===== config.mk =====
export PLATFORM = sky130hd
export DESIGN_NAME = jedro_1_branch_unit
export DESIGN_NICKNAME = d
export VERILOG_FILES = /design/src/rtl/jedro_1_defines.sv /design/src/rtl/jedro_1_branch_cmp.sv /design/src/rtl/jedro_1_branch_unit.sv
export SDC_FILE = /design/constraint.sdc
export NUM_CORES = 1
export LEC_CHECK = 0
export CAP_MARGIN = 20
export CORE_MARGIN = 2
export CORE_UTILIZATION = 35
export DETAILED_ROUTE_END_ITERATION = 10
export GPL_ROUTABILITY_DRIVEN = 0
export GPL_TIMING_DRIVEN = 0
export HOLD_SLACK_MARGIN = 0.15
export MAX_ROUTING_LAYER = met4
export PLACE_DENSITY = 0.69
export SLEW_MARGIN = 20
export SYNTH_ARGS = -nofsm -noshare
export SYNTH_HDL_FRONTEND = slang
export SYNTH_SLANG_ARGS = --single-unit
export TNS_END_PERCENT = 5

===== constraint.sdc =====
create_clock -name clk_i -period 3.2 [get_ports clk_i]
set_input_delay 0.32 -clock clk_i [delete_from_list [all_inputs] [get_ports clk_i]]
set_output_delay 0.32 -clock clk_i [all_outputs]
set_load 0.05 [all_outputs]

===== src/rtl/jedro_1_defines.sv =====
// rtl/jedro_1_defines.sv - shared jedro_1 type and constant definitions
package jedro_1_defines;

  typedef enum logic [2:0] {
    BR_EQ  = 3'b000,
    BR_NE  = 3'b001,
    BR_LT  = 3'b100,
    BR_GE  = 3'b101,
    BR_LTU = 3'b110,
    BR_GEU = 3'b111
  } branch_op_e;

  typedef enum logic {
    IDLE  = 1'b0,
    FLUSH = 1'b1
  } branch_state_e;

  localparam logic COND_TRUE  = 1'b1;
  localparam logic COND_FALSE = 1'b0;

endpackage


===== src/rtl/jedro_1_branch_cmp.sv =====
// rtl/jedro_1_branch_cmp.sv - combinational branch condition evaluator
module jedro_1_branch_cmp
  import jedro_1_defines::*;
#(
  parameter int DATA_WIDTH = 32
) (
  input  logic [2:0]            op,
  input  logic [DATA_WIDTH-1:0] rs1,
  input  logic [DATA_WIDTH-1:0] rs2,
  output logic                  cond,
  output logic                  illegal
);

  always_comb begin
    cond    = COND_FALSE;
    illegal = 1'b0;
    case (branch_op_e'(op))
      BR_EQ:   cond = (rs1 == rs2);
      BR_NE:   cond = (rs1 != rs2);
      BR_LT:   cond = ($signed(rs1) < $signed(rs2));
      BR_GE:   cond = ($signed(rs1) >= $signed(rs2));
      BR_LTU:  cond = (rs1 < rs2);
      BR_GEU:  cond = (rs1 >= rs2);
      default: illegal = 1'b1;
    endcase
  end

endmodule


===== src/rtl/jedro_1_branch_unit.sv =====
// rtl/jedro_1_branch_unit.sv - registered branch resolution with fetch flush
module jedro_1_branch_unit
  import jedro_1_defines::*;
#(
  parameter int DATA_WIDTH   = 32,
  parameter int ADDR_WIDTH   = 32,
  parameter int FLUSH_CYCLES = 2,
  parameter int ALIGN_BITS   = 2,
  parameter int CNT_WIDTH    = 32
) (
  input  logic                  clk_i,
  input  logic                  rst_i,
  input  logic                  valid_i,
  output logic                  ready_o,
  input  logic [2:0]            op_i,
  input  logic [DATA_WIDTH-1:0] rs1_i,
  input  logic [DATA_WIDTH-1:0] rs2_i,
  input  logic [ADDR_WIDTH-1:0] pc_i,
  input  logic [ADDR_WIDTH-1:0] imm_i,
  output logic                  valid_o,
  output logic                  taken_o,
  output logic [ADDR_WIDTH-1:0] target_o,
  output logic                  flush_o,
  output logic                  misaligned_o,
  output logic                  illegal_o,
  output logic [CNT_WIDTH-1:0]  resolved_cnt_o,
  output logic [CNT_WIDTH-1:0]  taken_cnt_o
);

  localparam logic [ADDR_WIDTH-1:0] ALIGN_MASK = (ADDR_WIDTH'(1) << ALIGN_BITS) - ADDR_WIDTH'(1);
  localparam logic [3:0]            FLUSH_LOAD = 4'(FLUSH_CYCLES - 1);

  branch_state_e         state, state_next;
  logic [3:0]            flush_cnt, flush_cnt_next;
  logic                  cond, illegal;
  logic [ADDR_WIDTH-1:0] target;
  logic                  accept, misaligned, take, trap_mis, resolve;

  jedro_1_branch_cmp #(
    .DATA_WIDTH(DATA_WIDTH)
  ) u_cmp (
    .op      (op_i),
    .rs1     (rs1_i),
    .rs2     (rs2_i),
    .cond    (cond),
    .illegal (illegal)
  );

  assign ready_o    = (state == IDLE);
  assign flush_o    = (state == FLUSH);
  assign accept     = valid_i && ready_o;
  assign target     = pc_i + imm_i;
  assign misaligned = |(target & ALIGN_MASK);
  // Misaligned taken branches trap instead of redirecting fetch.
  assign take       = accept && !illegal && cond && !misaligned;
  assign trap_mis   = accept && !illegal && cond && misaligned;
  assign resolve    = accept && !illegal;

  always_ff @(posedge clk_i or posedge rst_i) begin
    if (rst_i) begin
      state     <= IDLE;
      flush_cnt <= '0;
    end else begin
      state     <= state_next;
      flush_cnt <= flush_cnt_next;
    end
  end

  always_comb begin
    state_next     = state;
    flush_cnt_next = flush_cnt;
    case (state)
      IDLE: begin
        if (take) begin
          state_next     = FLUSH;
          flush_cnt_next = FLUSH_LOAD;
        end
      end
      FLUSH: begin
        if (flush_cnt == 4'd0) state_next = IDLE;
        else flush_cnt_next = flush_cnt - 4'd1;
      end
      default: state_next = IDLE;
    endcase
  end

  always_ff @(posedge clk_i or posedge rst_i) begin
    if (rst_i) begin
      valid_o        <= 1'b0;
      taken_o        <= 1'b0;
      misaligned_o   <= 1'b0;
      illegal_o      <= 1'b0;
      target_o       <= '0;
      resolved_cnt_o <= '0;
      taken_cnt_o    <= '0;
    end else begin
      valid_o      <= accept;
      taken_o      <= take;
      misaligned_o <= trap_mis;
      illegal_o    <= accept && illegal;
      if (accept) target_o <= target;
      if (resolve) resolved_cnt_o <= resolved_cnt_o + CNT_WIDTH'(1);
      if (take) taken_cnt_o <= taken_cnt_o + CNT_WIDTH'(1);
    end
  end

endmodule


==> flow_results.xml <==
<?xml version="1.0" encoding="UTF-8"?>
<metrics>
  <group name="route">
    <metric name="number_of_nets_with_antenna_violations_after_routing" unit="">0</metric>
    <metric name="vias" unit="">6352</metric>
    <metric name="initialDrtViolationCount" unit="">232</metric>
    <metric name="vias_per_cell" unit="">4.99</metric>
    <metric name="wirelength" unit="mm">19.0</metric>
    <metric name="post_drt_wl_per_cell" unit="microns">15.0</metric>
    <metric name="post_detailed_route_drc_marker_count" unit="">0</metric>
    <metric name="detail_route.first_pass.iterations" unit="">6</metric>
  </group>
  <group name="synthesis">
    <metric name="synth_sequential_area_ratio" unit="%">38.7</metric>
    <metric name="yosysWarningCount" unit="">0</metric>
    <metric name="syn_area_per_cell" unit="sq um">9.19</metric>
    <metric name="synth_simple_gate_area_share" unit="%">19.4</metric>
    <metric name="synth_fa_ha_area_share" unit="%">12.4</metric>
    <metric name="ff_latch_count_synth" unit="">105</metric>
    <metric name="synth_enable_flop_cells" unit="">0</metric>
    <metric name="synth_area" unit="sq um">6790</metric>
    <metric name="yosys-mux-area-fraction" unit="%">0.921</metric>
    <metric name="synth-async-reset-ratio" unit="%">100</metric>
    <metric name="synth_compound_area_share" unit="%">12.7</metric>
    <metric name="postSynthCellCount" unit="">739</metric>
    <metric name="ys_types" unit="">52</metric>
    <metric name="synthesized_net_count" unit="">940</metric>
    <metric name="dominant_combinational_cell_family_by_area_after_synthesis" unit="">simple AND/OR/NAND/NOR gates</metric>
    <metric name="synth-main-ff-cell" unit="">sky130_fd_sc_hd__dfrtp_1</metric>
    <metric name="synth_xor_area_share" unit="%">11.7</metric>
  </group>
  <group name="place">
    <metric name="number_of_port_buffers" unit="">235</metric>
    <metric name="numPlacedInstances" unit="">1235</metric>
    <metric name="dpl.hpwl" unit="mm">14.8</metric>
    <metric name="placedInstanceArea" unit="sq um">9640</metric>
  </group>
  <group name="sta">
    <metric name="grt_setup_unrepaired" unit="">true</metric>
    <metric name="timing.max_slew.rel_slack" unit="%">51.9</metric>
    <metric name="maxClockFrequency" unit="GHz">0.310</metric>
    <metric name="worstMarginPinSlew" unit="ps">721</metric>
    <metric name="worst_clock_skew" unit="ps">12.1</metric>
    <metric name="setup-violations-final" unit="">1</metric>
    <metric name="maxSlewViolCount" unit="">0</metric>
    <metric name="finalHoldViolCount" unit="">0</metric>
    <metric name="min_period_over_period" unit="%">101</metric>
    <metric name="setup_ws" unit="ps">-28.0</metric>
    <metric name="final_layout_setup_total_negative_slack" unit="ps">-28.0</metric>
    <metric name="period_needed" unit="ps">3230</metric>
    <metric name="final.hold.worst_slack" unit="ps">359</metric>
  </group>
  <group name="cts">
    <metric name="clk-insertion-delay-late" unit="ps">360</metric>
    <metric name="clock_sink_count" unit="">105</metric>
    <metric name="cts_root_buffer" unit="">sky130_fd_sc_hd__clkbuf_16</metric>
    <metric name="tritoncts" unit="">yes</metric>
    <metric name="cts.hold.buffers_added" unit="">0</metric>
    <metric name="clk_transition_reported_paths" unit="ps">70</metric>
    <metric name="cts_made_buffers" unit="">9</metric>
    <metric name="cts_max_level" unit="">3</metric>
    <metric name="clock_tree.buffer_depth" unit="">2</metric>
  </group>
  <group name="power_and_ir_drop">
    <metric name="powerDensity" unit="nW/um^2">535</metric>
    <metric name="leakagePower" unit="nW">4.64</metric>
    <metric name="combPwrFrac" unit="%">47.7</metric>
    <metric name="power" unit="W">0.00555</metric>
    <metric name="share_seq_of_total_power" unit="%">32.5</metric>
    <metric name="cell_internal_pwr" unit="W">0.00311</metric>
    <metric name="peakVddDrop" unit="mV">0.343</metric>
    <metric name="p_switching" unit="W">0.00244</metric>
    <metric name="switching_share" unit="%">44.0</metric>
    <metric name="p_clk_share" unit="%">19.9</metric>
  </group>
  <group name="global_route">
    <metric name="grt_ovf" unit="">0</metric>
    <metric name="groute.usage.overall" unit="%">19.2</metric>
    <metric name="grt_first_pass_wirelength" unit="mm">30.8</metric>
    <metric name="antenna_violations_before_repair" unit="">1</metric>
    <metric name="first_global_vias" unit="">6363</metric>
    <metric name="grt_start_max_net_pins" unit="">63</metric>
  </group>
  <group name="worst_setup_path">
    <metric name="cp.arrival" unit="ps">3510</metric>
    <metric name="worst-path-max-fanout" unit="">5</metric>
    <metric name="crit_path_start_kind" unit="">input port</metric>
    <metric name="required" unit="ps">3480</metric>
    <metric name="timing_worst_setup_path_type" unit="">input port to register</metric>
    <metric name="critPathCaptureType" unit="">register</metric>
  </group>
  <group name="layout">
    <metric name="final_nets" unit="">1208</metric>
    <metric name="syn_to_final_growth" unit="%">52.7</metric>
    <metric name="postLayoutCellArea" unit="sq um">10400</metric>
    <metric name="final_layout_size_suffix_gt1_share" unit="%">11.7</metric>
    <metric name="post_layout_cell_count" unit="">1273</metric>
  </group>
  <group name="floorplanning">
    <metric name="start_util" unit="%">36.0</metric>
    <metric name="top_level_ports" unit="">236</metric>
    <metric name="height_of_the_die" unit="microns">143</metric>
    <metric name="die_area" unit="sq um">20500</metric>
    <metric name="coreArea" unit="sq um">18900</metric>
    <metric name="fp-row-count" unit="">50</metric>
    <metric name="dieWidth" unit="microns">143</metric>
  </group>
  <group name="min_path">
    <metric name="min-delay-path-class" unit="">input port to async pin</metric>
  </group>
  <group name="run_status">
    <metric name="violations" unit="">negative setup slack</metric>
    <metric name="result_of_the_run" unit="">finished, violations left</metric>
  </group>
  <group name="job">
    <metric name="max_cap_viol_count" unit="">0</metric>
  </group>
</metrics>
[cell usage in the layout (no fill, tap or decap), types with 23 or more instances in the layout]
cell                              instances
sky130_fd_sc_hd__xor2_1                  41
sky130_fd_sc_hd__nand2_1                 87
sky130_fd_sc_hd__a21oi_1                 31
sky130_fd_sc_hd__nand3_1                 26
sky130_fd_sc_hd__o21ai_0                 44
sky130_fd_sc_hd__inv_1                   43
sky130_fd_sc_hd__ha_1                    48
sky130_fd_sc_hd__xnor2_1                 48
sky130_fd_sc_hd__nor2_1                  24
sky130_fd_sc_hd__nand4_1                 23
sky130_fd_sc_hd__dfrtp_1                105
sky130_fd_sc_hd__nor3_1                  28
sky130_fd_sc_hd__clkdlybuf4s50_1        199
[flip-flops by register name, summed over array words and instances (netlist names)]
register,cells
resolved_cnt_o,32
taken_cnt_o,32
target_o,32
flush_cnt,4
flush_o,1
illegal_o,1
misaligned_o,1
taken_o,1
valid_o,1
[cells by family after synthesis]
kind of cell / after synthesis
muxes: 6
and+or+nand+nor: 261
adders and majority gates: 67
DFF: 105
buffers and inverters: 74
xor gates and xnor gates: 90
AOI/OAI and AO/OA: 136
[metal layers]
layer	track usage (%)	share of wire, %	vias to the layer above
li1	-	-	3161
met1	23.9	44	3000
met2	32.3	50	165
met3	3.03	4.4	26
met4	6.14	2.1	0
met5	-	0	-
[synth_stat cells, types with 5 or more instances]
| cell | instances | share of area, % |
|---|---|---|
| sky130_fd_sc_hd__xor2_1 | 41 | 5.3 |
| sky130_fd_sc_hd__and4_1 | 6 | 0.77 |
| sky130_fd_sc_hd__xnor2_1 | 48 | 6.2 |
| sky130_fd_sc_hd__a211oi_1 | 6 | 0.66 |
| sky130_fd_sc_hd__nand3_1 | 26 | 1.9 |
| sky130_fd_sc_hd__nand4_1 | 23 | 2.1 |
| sky130_fd_sc_hd__a31oi_1 | 7 | 0.64 |
| sky130_fd_sc_hd__inv_1 | 60 | 3.3 |
| sky130_fd_sc_hd__nand2b_1 | 5 | 0.46 |
| sky130_fd_sc_hd__and3_1 | 17 | 1.6 |
| sky130_fd_sc_hd__nor3_1 | 31 | 2.3 |
| sky130_fd_sc_hd__dfrtp_1 | 105 | 39 |
| sky130_fd_sc_hd__ha_1 | 66 | 12 |
| sky130_fd_sc_hd__nor3b_1 | 8 | 0.88 |
| sky130_fd_sc_hd__a221oi_1 | 5 | 0.64 |
| sky130_fd_sc_hd__nor2_1 | 24 | 1.3 |
| sky130_fd_sc_hd__clkbuf_1 | 12 | 0.66 |
| sky130_fd_sc_hd__nor4_1 | 17 | 1.6 |
| sky130_fd_sc_hd__a21o_1 | 17 | 1.9 |
| sky130_fd_sc_hd__nand2_1 | 87 | 4.8 |
| sky130_fd_sc_hd__nor2b_1 | 5 | 0.46 |
| sky130_fd_sc_hd__o21ai_0 | 44 | 3.2 |
| sky130_fd_sc_hd__a21oi_1 | 33 | 2.4 |
[metrics by stage]
stage	setup WS (ps)	util, %
2_1_floorplan	-3.52	-
3_3_place_gp	-1520	50.9
3_5_place_dp	-1000	51.0
4_1_cts	1.41	54.1
5_1_grt	-129	54.9
6_report	-28.0	54.9
[final timing paths]
path	from	end	depth (start not counted)	slack (ps)
max	rs1_i[31]	taken_cnt_o[8]$_DFFE_PP0P_	13	-30
min	rst_i	target_o[3]$_DFFE_PP0P_	2	360
max reg2reg	taken_cnt_o[5]$_DFFE_PP0P_	taken_cnt_o[31]$_DFFE_PP0P_	9	360
min reg2reg	resolved_cnt_o[31]$_DFFE_PP0P_	resolved_cnt_o[31]$_DFFE_PP0P_	1	470
max in group asynchronous	rst_i	taken_cnt_o[29]$_DFFE_PP0P_	3	2190
min in group clk_i	resolved_cnt_o[31]$_DFFE_PP0P_	resolved_cnt_o[31]$_DFFE_PP0P_	1	470
[final cells by class]
type / instances / area, sq um
clock inverter: 7 / 70.1
antenna: 1 / 2.50
multi-input combinational: 560 / 4290
timing repair buffer: 257 / 2520
fill: 1685 / 8520
inverter: 60 / 245
buffer: 14 / 67.6
tap: 260 / 325
sequential: 105 / 2630
clock buffer: 9 / 225
[timing repair]
action / 4_1_cts / 5_1_grt
setup buffers: 20 / 1
resized for setup: 97 / 26
pin swaps: 20 / 25
endpoints found under the hold margin: 0 / 0
endpoints found under the setup margin: 39 / 44
[critical path, cell delays in order]
cell and delay, ps:
sky130_fd_sc_hd__dlygate4sd2_1 260, sky130_fd_sc_hd__ha_4 270, sky130_fd_sc_hd__nand4_1 140, sky130_fd_sc_hd__or4_4 520, sky130_fd_sc_hd__or3_4 350, sky130_fd_sc_hd__o221a_4 240, sky130_fd_sc_hd__a311oi_2 240, sky130_fd_sc_hd__and2_4 210
sky130_fd_sc_hd__o2111ai_4 180, sky130_fd_sc_hd__buf_12 200, sky130_fd_sc_hd__buf_12 130, sky130_fd_sc_hd__nor4_2 270, sky130_fd_sc_hd__xnor2_1 150
[power groups by stage]
stage / sequential [W] / clock [W] / combinational, W
detailed placement: 0.00182 / 0 / 0.00259
global placement: 0.00182 / 0 / 0.00255
floorplan: 0.00266 / 0 / 0.000763
CTS: 0.00180 / 0.00113 / 0.00264
global route: 0.00184 / 0.00119 / 0.00283
finish: 0.00180 / 0.00110 / 0.00265
No activity file was read; power rests on OpenSTA's default activity.
